File: config.mk
export PLATFORM = sky130hd
export DESIGN_NAME = operand_fetch_stage
export DESIGN_NICKNAME = d
export VERILOG_FILES = /design/src/rtl/operand_fetch_stage.sv
export SDC_FILE = /design/constraint.sdc
export NUM_CORES = 1
export LEC_CHECK = 0
export CORE_MARGIN = 1
export CORE_UTILIZATION = 45
export CTS_CLUSTER_SIZE = 20
export DETAILED_ROUTE_END_ITERATION = 16
export GPL_ROUTABILITY_DRIVEN = 0
export PLACE_DENSITY = 0.83
export SYNTH_ARGS = -nofsm -noshare
export SYNTH_HDL_FRONTEND = slang
export SYNTH_SLANG_ARGS = --single-unit
File: constraint.sdc
create_clock -name clk -period 3.03 [get_ports clk]
set_clock_uncertainty 0.15 [all_clocks]
set_input_delay 0.4545 -clock clk [delete_from_list [all_inputs] [get_ports clk]]
set_output_delay 0.4545 -clock clk [all_outputs]
set_load 0.01 [all_outputs]
File: src/rtl/operand_fetch_stage.sv
`default_nettype none
// ============================================================================
// Module      : operand_fetch_stage
// Description : Decode / operand-fetch stage in front of a 16x16 register
//               file. Splits the instruction into register indices, forwards
//               same-cycle writeback data into the captured operands, stalls
//               RAW/WAW hazards with a per-register busy scoreboard and hands
//               registered operands to execute over valid/ready.
//               Optional feature: define OFS_STALL_CNT_EN to add the
//               saturating hazard-stall counter output stall_cnt.
// Revision    : 1.0 - initial release
// ============================================================================
module operand_fetch_stage #(
    parameter int          DW      = 16,
    parameter int          AW      = 4,
    parameter logic [15:0] WR_MASK = 16'h00FF
) (
    input  logic          clk,
    input  logic          rst_n,
    input  logic          in_valid,
    input  logic [15:0]   in_instr,
    output logic          in_ready,
    output logic [AW-1:0] rf_rw,
    output logic [AW-1:0] rf_rs1,
    output logic [AW-1:0] rf_rs2,
    input  logic [DW-1:0] rf_rd1,
    input  logic [DW-1:0] rf_rd2,
    input  logic [DW-1:0] rf_rd3,
    input  logic          wb_en,
    input  logic [AW-1:0] wb_addr,
    input  logic [DW-1:0] wb_data,
    output logic          out_valid,
    input  logic          out_ready,
    output logic [3:0]    out_op,
    output logic [AW-1:0] out_rw,
    output logic [DW-1:0] out_a,
    output logic [DW-1:0] out_b,
    output logic [DW-1:0] out_c
`ifdef OFS_STALL_CNT_EN
    ,
    output logic [15:0]   stall_cnt
`endif
);

    localparam int NREG = 1 << AW;

    logic [3:0]      w_op;
    logic            w_clr_rs1;
    logic            w_clr_rs2;
    logic            w_clr_rw;
    logic            w_hazard;
    logic            w_fire;
    logic [NREG-1:0] w_busy_nxt;

    logic [NREG-1:0] r_busy;
    logic            r_out_valid;
    logic [3:0]      r_out_op;
    logic [AW-1:0]   r_out_rw;
    logic [DW-1:0]   r_out_a;
    logic [DW-1:0]   r_out_b;
    logic [DW-1:0]   r_out_c;

    // Field split drives the register file read ports directly.
    assign w_op   = in_instr[15:12];
    assign rf_rw  = in_instr[8 +: AW];
    assign rf_rs1 = in_instr[4 +: AW];
    assign rf_rs2 = in_instr[0 +: AW];

    // A writeback to an index this cycle both clears its busy bit and
    // supplies its value, so it never counts as a hazard.
    assign w_clr_rs1 = wb_en && (wb_addr == rf_rs1);
    assign w_clr_rs2 = wb_en && (wb_addr == rf_rs2);
    assign w_clr_rw  = wb_en && (wb_addr == rf_rw);

    // rw is always checked: WAW for writers, RAW for the store-data read.
    assign w_hazard = (r_busy[rf_rs1] && !w_clr_rs1)
                    | (r_busy[rf_rs2] && !w_clr_rs2)
                    | (r_busy[rf_rw]  && !w_clr_rw);

    assign in_ready = (!r_out_valid || out_ready) && !w_hazard;
    assign w_fire   = in_valid && in_ready;

    // Scoreboard next state: clear on writeback first so a same-index set wins.
    always_comb begin
        w_busy_nxt = r_busy;
        if (wb_en) begin
            w_busy_nxt[wb_addr] = 1'b0;
        end
        if (w_fire && WR_MASK[w_op]) begin
            w_busy_nxt[rf_rw] = 1'b1;
        end
    end

    // Busy scoreboard register.
    always_ff @(posedge clk or negedge rst_n) begin
        if (!rst_n) begin
            r_busy <= '0;
        end else begin
            r_busy <= w_busy_nxt;
        end
    end

    // Output operand register: capture with forwarding on fire, drain when
    // consumed, otherwise hold.
    always_ff @(posedge clk or negedge rst_n) begin
        if (!rst_n) begin
            r_out_valid <= 1'b0;
            r_out_op    <= '0;
            r_out_rw    <= '0;
            r_out_a     <= '0;
            r_out_b     <= '0;
            r_out_c     <= '0;
        end else if (w_fire) begin
            r_out_valid <= 1'b1;
            r_out_op    <= w_op;
            r_out_rw    <= rf_rw;
            r_out_a     <= w_clr_rs1 ? wb_data : rf_rd1;
            r_out_b     <= w_clr_rs2 ? wb_data : rf_rd2;
            r_out_c     <= w_clr_rw  ? wb_data : rf_rd3;
        end else if (out_ready) begin
            r_out_valid <= 1'b0;
        end
    end

    assign out_valid = r_out_valid;
    assign out_op    = r_out_op;
    assign out_rw    = r_out_rw;
    assign out_a     = r_out_a;
    assign out_b     = r_out_b;
    assign out_c     = r_out_c;

`ifdef OFS_STALL_CNT_EN
    logic [15:0] r_stall_cnt;

    // Saturating count of cycles where an offered instruction is stalled by a hazard.
    always_ff @(posedge clk or negedge rst_n) begin
        if (!rst_n) begin
            r_stall_cnt <= '0;
        end else if (in_valid && w_hazard && (r_stall_cnt != 16'hFFFF)) begin
            r_stall_cnt <= r_stall_cnt + 16'd1;
        end
    end

    assign stall_cnt = r_stall_cnt;
`endif

endmodule
`default_nettype wire

==> flow_summary.rst <==
.. list-table::
   :header-rows: 1

   * - Metric
     - Value
   * - Status
     - finished clean
   * - Max-cap violations
     - 0
   * - Ys flop type
     - sky130_fd_sc_hd__dfrtp_1
   * - Post-synth EDFFs
     - 0
   * - Initial DRC count
     - 96
   * - Proportion of netlist area held by the largest area contributor
     - 0.431
   * - Final count of pins violating max slew
     - 0
   * - TritonCTS clock tree
     - done
   * - Antenna fix cells
     - 0
   * - Simple-Gate Fraction of Synth Area
     - 0.0564
   * - CTS Sinks
     - 73
   * - Worst-case headroom to the max-slew limit
     - 0.668
   * - Largest cells by area after synthesis
     - sky130_fd_sc_hd__dfrtp_1, sky130_fd_sc_hd__mux2_2, sky130_fd_sc_hd__mux2_4, sky130_fd_sc_hd__mux4_2, sky130_fd_sc_hd__o31ai_1
   * - Total Nets Final
     - 575
   * - Setup CP Type
     - in2out
   * - Clock transition at the register clock pins on the worst setup and hold paths after CTS
     - 80 ps
   * - Clock tree root driver cell
     - sky130_fd_sc_hd__clkbuf_8
   * - Share of cell area taken by muxes after synthesis
     - 0.378
   * - First-pass DRT Iterations
     - 4
   * - First-pass GRT wire length
     - 18,200 um
   * - Count of final hold-check violations
     - 0
   * - Compound-gate portion of the synthesized area
     - 0.0612
   * - Count of boundary I/O pins
     - 159
   * - Unrepaired setup endpoints after global routing
     - false
   * - DP Worst Slack
     - -399 ps
   * - Total leakage power
     - 2.63 nW
   * - Final setup violating endpoints
     - 0
   * - Aggregate global-route resource usage
     - 0.241
   * - Element type at the critical path end
     - primary output
   * - Peak fanout along the critical path
     - 5
   * - Reg2reg path depth
     - 8
   * - Setup crit start kind
     - input pin
   * - DR vias
     - 3,260
   * - Share of final-layout standard cells stronger than drive strength 1
     - 0.363
   * - Warnings, synthesis
     - 0
   * - Synthesis-stage register bit count
     - 73
   * - Antenna violations before repair
     - 0
   * - Minimum period implied by the final worst setup slack
     - 2860 ps
   * - Transition time at the pin with the least slew margin
     - 499 ps
   * - Worst endpoint required time
     - 2430 ps
   * - DIE AREA
     - 9800 um2
   * - Pwr dens
     - 743 nW/um2
   * - Max Buffers Root-to-Sink
     - 2
   * - Post-Synthesis Cell Area
     - 4240 um2
   * - Overflow left after global routing
     - 0
   * - Final std cell area, no fill
     - 6250 um2
   * - Detail Route Antenna Nets
     - 0
   * - Post-route worst setup slack
     - 166 ps
   * - Hold WC Path Type
     - reg2reg
   * - Layout Area Growth over Synthesis
     - 47.7%
   * - Wirelength, routed
     - 11,300 um
   * - Hold Crit Endpoint
     - out_b[11]
   * - DP Area
     - 6040 um2
   * - Die extent in y
     - 99.0 um
   * - Sequential element share of the synthesized area
     - 0.431
   * - Die boundary width
     - 99.0 um
   * - Final period utilization
     - 0.945
   * - Maximum number of pins on one net before global-route repair
     - 33
   * - Async set-or-reset flop fraction in the synthesized netlist
     - 1.00
   * - Number of cells on the worst hold path
     - 1
   * - Total DRC errors in the routed layout
     - 0
   * - Count of different cell masters after synthesis
     - 31
   * - Count of mapped cells out of synthesis
     - 314
   * - Synthesized netlist net count
     - 403
   * - Synth area leader
     - sky130_fd_sc_hd__dfrtp_1
   * - Number of instances in the placed design
     - 585
   * - Origin of the worst min-delay path
     - out_b[11]
   * - RR Endpoint
     - out_b[4]
   * - Synth Area in XOR/XNOR
     - 0.0186
   * - Post-detail-place hpwl
     - 8460 um
   * - Total setup buffers inserted after CTS
     - 0
   * - Total number of placement rows
     - 35
   * - Setup slack, reg-to-reg
     - 500 ps
   * - Arrival time of data at the critical path endpoint
     - 2260 ps
   * - H-Tree Level Count
     - 3
   * - Number of standard cells in the layout, taps in and fillers out
     - 602
   * - Buffers added on ports
     - 158
   * - Detail-routed via count per cell
     - 5.42
   * - Launching point of the worst reg2reg path
     - r_busy[8]
   * - Post-synthesis share of cell area spent on full adders, half adders and majority gates
     - 0
   * - Number of CTS-inserted buffers
     - 9
   * - Clock latency reported for the late side of the worst-skew pair
     - 340 ps
   * - Final Util
     - 0.680
   * - Largest family of logic cells by synthesized area
     - multiplexers
   * - Number of global-route vias before repair
     - 3,595
   * - Average cell area after synthesis
     - 13.5 um2
   * - CORE AREA
     - 9200 um2
   * - DR WL/cell
     - 18.8 um
   * - Maximum vdd drop
     - 0.000390 V
   * - Max Clk Rate
     - 349 MHz
   * - Initial Util
     - 0.461
-- cells by family (layout without fill, tap and decap cells) --
family | Yosys count | in the layout
xor gates and xnor gates | 9 | 9
DFF | 73 | 73
buffers and inverters | 37 | 214
AOI/OAI and AO/OA | 39 | 39
and+or+nand+nor | 34 | 34
muxes | 122 | 122
-- state kept, by name, summed over array words and instances (netlist names) --
register and cells:
out_b 16, out_rw 4, out_a 16, out_op 4
r_busy 16, out_valid 1, out_c 16
-- layout make-up --
type                       instances  area [um2]
timing repair buffer             193        1880
multi-input combinational        204        2190
clock buffer                      12         155
fill                             711        2940
sequential                        73        1830
clock inverter                     4        51.3
tap                              111         139
inverter                           5        18.8
-- cells in the mapped netlist (3+ instances only) --
cell type / number
sky130_fd_sc_hd__dfrtp_1: 73
sky130_fd_sc_hd__clkbuf_1: 8
sky130_fd_sc_hd__mux2i_1: 4
sky130_fd_sc_hd__mux2_4: 29
sky130_fd_sc_hd__nand2b_1: 3
sky130_fd_sc_hd__buf_6: 5
sky130_fd_sc_hd__nand3_1: 5
sky130_fd_sc_hd__xnor2_1: 3
sky130_fd_sc_hd__mux2_2: 78
sky130_fd_sc_hd__nor2_1: 3
sky130_fd_sc_hd__mux4_2: 11
sky130_fd_sc_hd__nand2_1: 9
sky130_fd_sc_hd__xor2_1: 6
sky130_fd_sc_hd__buf_4: 12
sky130_fd_sc_hd__buf_2: 7
sky130_fd_sc_hd__nand3b_1: 5
sky130_fd_sc_hd__nor4_4: 3
sky130_fd_sc_hd__inv_1: 5
sky130_fd_sc_hd__o31ai_1: 16
sky130_fd_sc_hd__o21ai_0: 17
-- worst max-delay path by stage --
stage                           start       end  slack (ps)  depth (start not counted)
after floorplan           in_instr[0]  in_ready         420                          8
after global placement    in_instr[0]  in_ready        -350                          8
after detailed placement  in_instr[0]  in_ready        -400                          8
after CTS                  wb_addr[3]  in_ready         180                          8
after global routing       wb_addr[3]  in_ready         110                          8
final                      wb_addr[3]  in_ready         170                          8
-- worst max-delay path: stages --
cell,delay (ps)
sky130_fd_sc_hd__clkdlybuf4s50_1,630
sky130_fd_sc_hd__inv_1,110
sky130_fd_sc_hd__o22ai_1,260
sky130_fd_sc_hd__nor4_4,90
sky130_fd_sc_hd__a211o_2,300
sky130_fd_sc_hd__nand3_2,90
sky130_fd_sc_hd__inv_1,40
sky130_fd_sc_hd__dlygate4sd2_1,280
-- what timing repair did --
item	CTS	global route
hold buffers	1	0
endpoints found under the hold margin	19	0
endpoints found under the setup margin	1	0
resized for setup	13	0
-- power by group --
part | internal (mW) | total [mW] | switching [mW]
registers | 1.41 | 1.69 | 0.280
logic | 1.41 | 2.17 | 0.765
clock network | 0.426 | 0.789 | 0.363
-- placed cells by master, fill, tap and decap left out, drive strengths merged, types with 3 or more instances in the layout --
master,instances
nand3,6
xnor2,3
inv,5
nor4,3
nand3b,5
clkdlybuf4s15,3
dfrtp,73
dlygate4sd2,5
xor2,6
clkdlybuf4s50,149
buf,35
clkbuf,12
mux4,11
o21ai,17
mux2,107
o31ai,16
mux2i,4
nor2,3
nand2b,3
nand2,9
-- metal layers --
metal | GRT usage | up-vias | routed length [um]
met5 | 0 | - | 0
met4 | 0.0804 | 0 | 200
met3 | 0.0638 | 18 | 841
met2 | 0.428 | 150 | 5840
met1 | 0.282 | 1603 | 4420
li1 | - | 1489 | -
-- stage by stage --
stage | hold slack, ps | setup TNS (ps) | total power [mW]
6_report | 359 | 0 | 4.65
5_1_grt | 374 | 0 | 4.89
4_1_cts | 364 | 0 | 4.70
3_5_place_dp | 300 | -10550 | 3.89
3_3_place_gp | 298 | -7310 | 3.83
2_1_floorplan | 8.91 | 0 | 2.69
Note: power is estimated with default switching activity, not from simulation.
